===== src/rtl/pc_seq_pkg.sv =====
// Shared types and defaults for the program-counter sequencer.
package pc_seq_pkg;

  typedef enum logic [1:0] {
    S_IDLE  = 2'd0,
    S_FETCH = 2'd1,
    S_EXEC  = 2'd2,
    S_TRAP  = 2'd3
  } state_t;

  typedef enum logic [1:0] {
    CAUSE_NONE     = 2'b00,
    CAUSE_EXT      = 2'b01,
    CAUSE_TIMEOUT  = 2'b10,
    CAUSE_MISALIGN = 2'b11
  } cause_t;

  localparam logic [31:0] DEF_RESET_VECTOR = 32'h0000_0000;
  localparam logic [31:0] DEF_EXC_VECTOR   = 32'h0000_0080;
  localparam int unsigned DEF_FETCH_TIMEOUT = 8;

endpackage


===== src/rtl/pc_sequencer_fetch_watchdog.sv =====
// Fetch watchdog: counts un-acknowledged FETCH cycles, flags the last allowed one.
module fetch_watchdog #(
  parameter int unsigned FETCH_TIMEOUT = 8
) (
  input  logic clk,
  input  logic reset,
  input  logic i_clear,
  input  logic i_enable,
  output logic o_timeout
);

  localparam int unsigned CW = (FETCH_TIMEOUT > 2) ? $clog2(FETCH_TIMEOUT) : 1;

  logic [CW-1:0] r_cnt;

  always_ff @(posedge clk) begin
    if (reset || i_clear) begin
      r_cnt <= '0;
    end else if (i_enable) begin
      r_cnt <= r_cnt + CW'(1);
    end
  end

  assign o_timeout = i_enable && (r_cnt == CW'(FETCH_TIMEOUT - 1));

endmodule


===== src/rtl/pc_sequencer.sv =====
// Fetch/execute sequencer driving the PC register write-enable and data input,
// including trap entry with EPC capture.
module pc_sequencer
  import pc_seq_pkg::*;
#(
  parameter int unsigned       WIDTH         = 32,
  parameter logic [WIDTH-1:0]  RESET_VECTOR  = DEF_RESET_VECTOR,
  parameter logic [WIDTH-1:0]  EXC_VECTOR    = DEF_EXC_VECTOR,
  parameter int unsigned       FETCH_TIMEOUT = DEF_FETCH_TIMEOUT
) (
  input  logic             clk,
  input  logic             reset,
  input  logic [WIDTH-1:0] pc_in,
  input  logic             fetch_ack,
  input  logic             instr_done,
  input  logic             br_req,
  input  logic             br_ne,
  input  logic             br_zero,
  input  logic [WIDTH-1:0] br_target,
  input  logic             jmp_req,
  input  logic [25:0]      jmp_index,
  input  logic             jr_req,
  input  logic [WIDTH-1:0] jr_addr,
  input  logic             exc_req,
  output logic [WIDTH-1:0] pc_next,
  output logic             pc_write,
  output logic             fetch_req,
  output logic             epc_write,
  output logic [WIDTH-1:0] epc_value,
  output logic [1:0]       exc_cause,
  output logic [1:0]       state_o
);

  state_t           r_state, w_state_nxt;
  cause_t           r_cause, w_cause_nxt;
  logic [WIDTH-1:0] r_epc, w_epc_nxt;
  logic             w_trap;
  logic             w_wd_clear, w_wd_en, w_wd_timeout;
  logic             w_br_taken;
  logic [WIDTH-1:0] w_jmp_tgt;

  fetch_watchdog #(.FETCH_TIMEOUT(FETCH_TIMEOUT)) u_wd (
    .clk       (clk),
    .reset     (reset),
    .i_clear   (w_wd_clear),
    .i_enable  (w_wd_en),
    .o_timeout (w_wd_timeout)
  );

  // Watchdog only runs across consecutive un-acked FETCH cycles.
  assign w_wd_en    = (r_state == S_FETCH);
  assign w_wd_clear = (r_state != S_FETCH) || fetch_ack || w_wd_timeout;

  assign w_br_taken = br_ne ? ~br_zero : br_zero;

  always_comb begin
    w_jmp_tgt       = pc_in;
    w_jmp_tgt[27:0] = {jmp_index, 2'b00};
  end

  always_comb begin
    w_state_nxt = r_state;
    w_cause_nxt = r_cause;
    w_epc_nxt   = r_epc;
    w_trap      = 1'b0;
    pc_write    = 1'b0;
    pc_next     = pc_in;
    fetch_req   = 1'b0;
    epc_write   = 1'b0;
    unique case (r_state)
      S_IDLE: begin
        pc_write    = 1'b1;
        pc_next     = RESET_VECTOR;
        w_state_nxt = S_FETCH;
      end
      S_FETCH: begin
        fetch_req = 1'b1;
        if (fetch_ack) begin
          pc_write    = 1'b1;
          pc_next     = pc_in + WIDTH'(4);
          w_state_nxt = S_EXEC;
        end else if (w_wd_timeout) begin
          w_trap      = 1'b1;
          w_epc_nxt   = pc_in;
          w_cause_nxt = CAUSE_TIMEOUT;
          w_state_nxt = S_TRAP;
        end
      end
      S_EXEC: begin
        if (exc_req) begin
          w_trap      = 1'b1;
          w_epc_nxt   = pc_in - WIDTH'(4);
          w_cause_nxt = CAUSE_EXT;
          w_state_nxt = S_TRAP;
        end else if (jr_req) begin
          if (|jr_addr[1:0]) begin
            w_trap      = 1'b1;
            w_epc_nxt   = pc_in - WIDTH'(4);
            w_cause_nxt = CAUSE_MISALIGN;
            w_state_nxt = S_TRAP;
          end else begin
            pc_write    = 1'b1;
            pc_next     = jr_addr;
            w_state_nxt = S_FETCH;
          end
        end else if (jmp_req) begin
          pc_write    = 1'b1;
          pc_next     = w_jmp_tgt;
          w_state_nxt = S_FETCH;
        end else if (br_req) begin
          pc_write    = w_br_taken;
          pc_next     = w_br_taken ? br_target : pc_in;
          w_state_nxt = S_FETCH;
        end else if (instr_done) begin
          w_state_nxt = S_FETCH;
        end
      end
      S_TRAP: begin
        epc_write   = 1'b1;
        pc_write    = 1'b1;
        pc_next     = EXC_VECTOR;
        w_state_nxt = S_FETCH;
      end
      default: w_state_nxt = S_IDLE;
    endcase
    if (reset) begin
      pc_write  = 1'b0;
      pc_next   = pc_in;
      fetch_req = 1'b0;
      epc_write = 1'b0;
    end
  end

  always_ff @(posedge clk) begin
    if (reset) begin
      r_state <= S_IDLE;
      r_cause <= CAUSE_NONE;
      r_epc   <= '0;
    end else begin
      r_state <= w_state_nxt;
      if (w_trap) begin
        r_cause <= w_cause_nxt;
        r_epc   <= w_epc_nxt;
      end
    end
  end

  assign epc_value = r_epc;
  assign exc_cause = r_cause;
  assign state_o   = r_state;

endmodule


===== config.mk =====
export PLATFORM = sky130hd
export DESIGN_NAME = pc_sequencer
export DESIGN_NICKNAME = d
export VERILOG_FILES = /design/src/rtl/pc_seq_pkg.sv /design/src/rtl/pc_sequencer_fetch_watchdog.sv /design/src/rtl/pc_sequencer.sv
export SDC_FILE = /design/constraint.sdc
export NUM_CORES = 1
export LEC_CHECK = 0
export CORE_MARGIN = 5
export CORE_UTILIZATION = 45
export CTS_BUF_LIST = sky130_fd_sc_hd__clkbuf_4 sky130_fd_sc_hd__clkbuf_8 sky130_fd_sc_hd__clkbuf_16
export CTS_CLUSTER_SIZE = 8
export DETAILED_ROUTE_END_ITERATION = 7
export PLACE_DENSITY = 0.93
export SLEW_MARGIN = 30
export SYNTH_ARGS = -nofsm -noshare
export SYNTH_HDL_FRONTEND = slang
export SYNTH_HIERARCHICAL = 1
export SYNTH_SLANG_ARGS = --single-unit

===== constraint.sdc =====
create_clock -name clk -period 8 [get_ports clk]
set_input_delay 1.6 -clock clk [delete_from_list [all_inputs] [get_ports clk]]
set_output_delay 1.6 -clock clk [all_outputs]
set_load 0.1 [all_outputs]

==> out/metrics.cfg <==
[floorplan]
rows=37
ios=203
die_h_um=112.3
die_x_um=112.3
start_util=0.4586
dieArea_um2=12620
core_area_um2=10280

[worst_setup_path]
critical_path_required_ps=6400
crit_path_end_kind=primary output
crit_type=in2out
slowest_delay_ps=1240
critPathArrivalTime_ps=5110
critPathLaunchType=input pin
cp_max_fo=12
reg2reg_depth=7
cp_common_cell=clkdlybuf4s50_1
slowest_stage=clkdlybuf4s50_1
worstPathCellList=clkdlybuf4s50_1 -> nand4_1 -> or3_1 -> o41ai_1 -> o21ai_0 -> o311ai_0 -> clkdlybuf4s50_1
r2r_setup_slack_ps=5110
rr_startpoint=state_o[0]$_SDFFE_PP0P_
reg2reg_to=epc_value[29]$_SDFFE_PP0P_

[min_path]
worstHoldStart=exc_cause[0]$_SDFFE_PP0P_
hp-class=reg2reg
min_to=exc_cause[0]$_SDFFE_PP0P_
holdPathStages=2

[drt]
drt_first_pass_iters=5
drt_iter0_drc=877
drc_errors=0
viasPerCell=6.599
wire_per_inst_um=21.56
finalWirelength_um=21240
vias=6500
detail-route-antenna-nets=0

[power]
clockPowerShare=0.184
netSwitchingFraction=0.5042
peakVddDrop_mv=0.08288
seqPwrFrac=0.225
combinationalPowerShare=0.590
power.switching_mw=0.4699
p_int_mw=0.4620
power.density_nw_per_um2=137.4
p_leak_nw=2.357

[clocking]
cts_tree=done
clockRootBuffer=clkbuf_8
clkSinkCount=39
ctsResizeCount=0
h-tree-depth=2
cts_buffers=5
clkSlewWorstSetupHoldPaths_ps=100
clockBufferDepth=2
hold_buffers=0
clkLatencyLatePin_ps=300
post_cts_buffers=0

[logic_synthesis]
synth_area_um2=4713
synth-main-ff-cell=dfxtp_1
synthTopCellsByArea=dfxtp_1 (17%), o21ai_0 (6.2%), a21oi_1 (5.5%), clkbuf_1 (4.6%), nand2_1 (4.0%)
synth_top_cell_area_share=0.1656
synth_area_per_cell_um2=6.811
syn_inst=692
synth_top_area_cell=dfxtp_1
synth_fp_nets=832
ys_types=71
async_flop_share=0
ys_seq_area_frac=0.1656
ys_ff_latch=39
synth_edf_count=0
synth.yosys.warnings=6

[run_status]
status=completed

[global_routing]
grt_use_total=0.3179
grt_pass1_vias=6114
grt.overflow.total=0
antenna_found_initial=0
grt_max_degree=64
grt_pass1_wl_um=32760

[timing]
tns_ps=0
tightest_slew_ps=985.1
max_freq_mhz=149.0
max-slew-margin-rel=0.3412
holdWs_ps=476.7
fin_crit_ps=6711
rsz0062_at_grt=no
fin_crit_sh=0.8389
hold_viol=0
fin_worst_skew_ps=15.97
setup_viol=0
finalMaxSlewViolations=0

[flow_run]
drv_cap=0

[place]
gp_congestion=1.034
placed_cells=977
place_area_um2=6671
portBuffers=202
dp_hpwl_um=16720

[final_layout]
fin_nets=988
antenna_cells=0
stdcell_count=985
fin_area_um2=6784
area_growth_pct=43.93
drive_above_1_share=0.08834

-- power groups by stage --
stage,Clock [mW],Combinational (mW),Sequential [mW]
5_1_grt,0.180,0.572,0.212
2_1_floorplan,0,0.298,0.285
3_5_place_dp,0,0.541,0.215
3_3_place_gp,0,0.539,0.214
4_1_cts,0.173,0.542,0.210
6_report,0.172,0.550,0.210
-- cell usage in the layout, fill, tap and decap left out, types with 17 or more instances in the layout --
| cell | netlist | final |
|---|---|---|
| xnor2_1 | 21 | 21 |
| nand4_1 | 22 | 22 |
| dfxtp_1 | 39 | 39 |
| nand3_1 | 31 | 31 |
| o211ai_1 | 17 | 17 |
| a21oi_1 | 52 | 52 |
| inv_1 | 21 | 21 |
| nand2_1 | 50 | 50 |
| buf_4 | 0 | 46 |
| nor3_1 | 17 | 17 |
| nor4_1 | 22 | 22 |
| clkdlybuf4s50_1 | 0 | 172 |
| nor2_1 | 48 | 48 |
| o21ai_0 | 58 | 58 |
-- cells by family (layout without fill, tap and decap cells) --
logic type	Yosys count	after routing	synth area share
adders and majority gates	8	8	0.02124
and+or+nand+nor	265	265	0.3058
xor gates and xnor gates	32	32	0.05946
muxes	15	15	0.03212
AOI/OAI and AO/OA	241	241	0.3382
DFF	39	39	0.1656
buffers and inverters	92	249	0.07752
-- cells in the mapped netlist (all sizes together) (5+ instances only) --
master and number:
a311oi 5, and3 7, dfxtp 39, nor2 48, nand2b 10, a21oi 52
o21ai 58, o31ai 8, or2 8, nor3b 5, nor2b 8, nand4 22
o211ai 17, inv 21, nand2 50, a211o 9, a31oi 16, buf 11
mux2i 14, a22oi 7, clkbuf 58, xnor2 21, or4 9, nor4 23
nand3 31, a211oi 14, o311ai 5, ha 8, or3 5, nor3 18
xor2 11, and2 5, a21o 5
-- critical path: cells and delay by family --
kind | cells | cell delay (ps)
buf+inv | 2 | 2030
compound gates | 3 | 740
simple gates | 2 | 740
-- routing by layer --
metal | global-route usage | vias up | wire length (um)
met4 | 0.1450 | 0 | 1077
li1 | - | 2940 | -
met3 | 0.05822 | 92 | 2476
met2 | 0.5062 | 533 | 9423
met5 | 0 | - | 0
met1 | 0.4172 | 2935 | 8258
-- flip-flops by register name, summed over array words and instances, names as in the netlist --
register,cells
state_o,2
exc_cause,2
epc_value,32
u_wd/r_cnt,3
-- how the worst max path moves through the flow --
stage	startpoint	slack, ps	cells after the start	endpoint
after floorplan	pc_in[9]	80	6	pc_next[30]
after global placement	pc_in[6]	1380	7	pc_next[17]
after detailed placement	pc_in[6]	1410	7	pc_next[17]
after CTS	pc_in[6]	1380	7	pc_next[17]
after global routing	pc_in[6]	1100	7	pc_next[17]
final	pc_in[6]	1290	7	pc_next[17]
-- cell type report --
type	count	area (um^2)
inverter	23	86.33
timing repair buffer	218	2067
sequential	39	780.7
tap	136	170.2
clock buffer	5	68.82
multi-input combinational	561	3567
clock inverter	3	43.79
fill	951	3493
-- per-stage QoR --
step	utilization	setup slack, ps	power (mW)
floorplan	-	84.55	0.5832
global placement	0.6491	1376	0.7534
detailed placement	0.6491	1409	0.7553
CTS	0.6601	1380	0.9248
global route	0.6601	1104	0.9635
finish	0.6601	1289	0.9319
(Power assumes the default switching activity.)
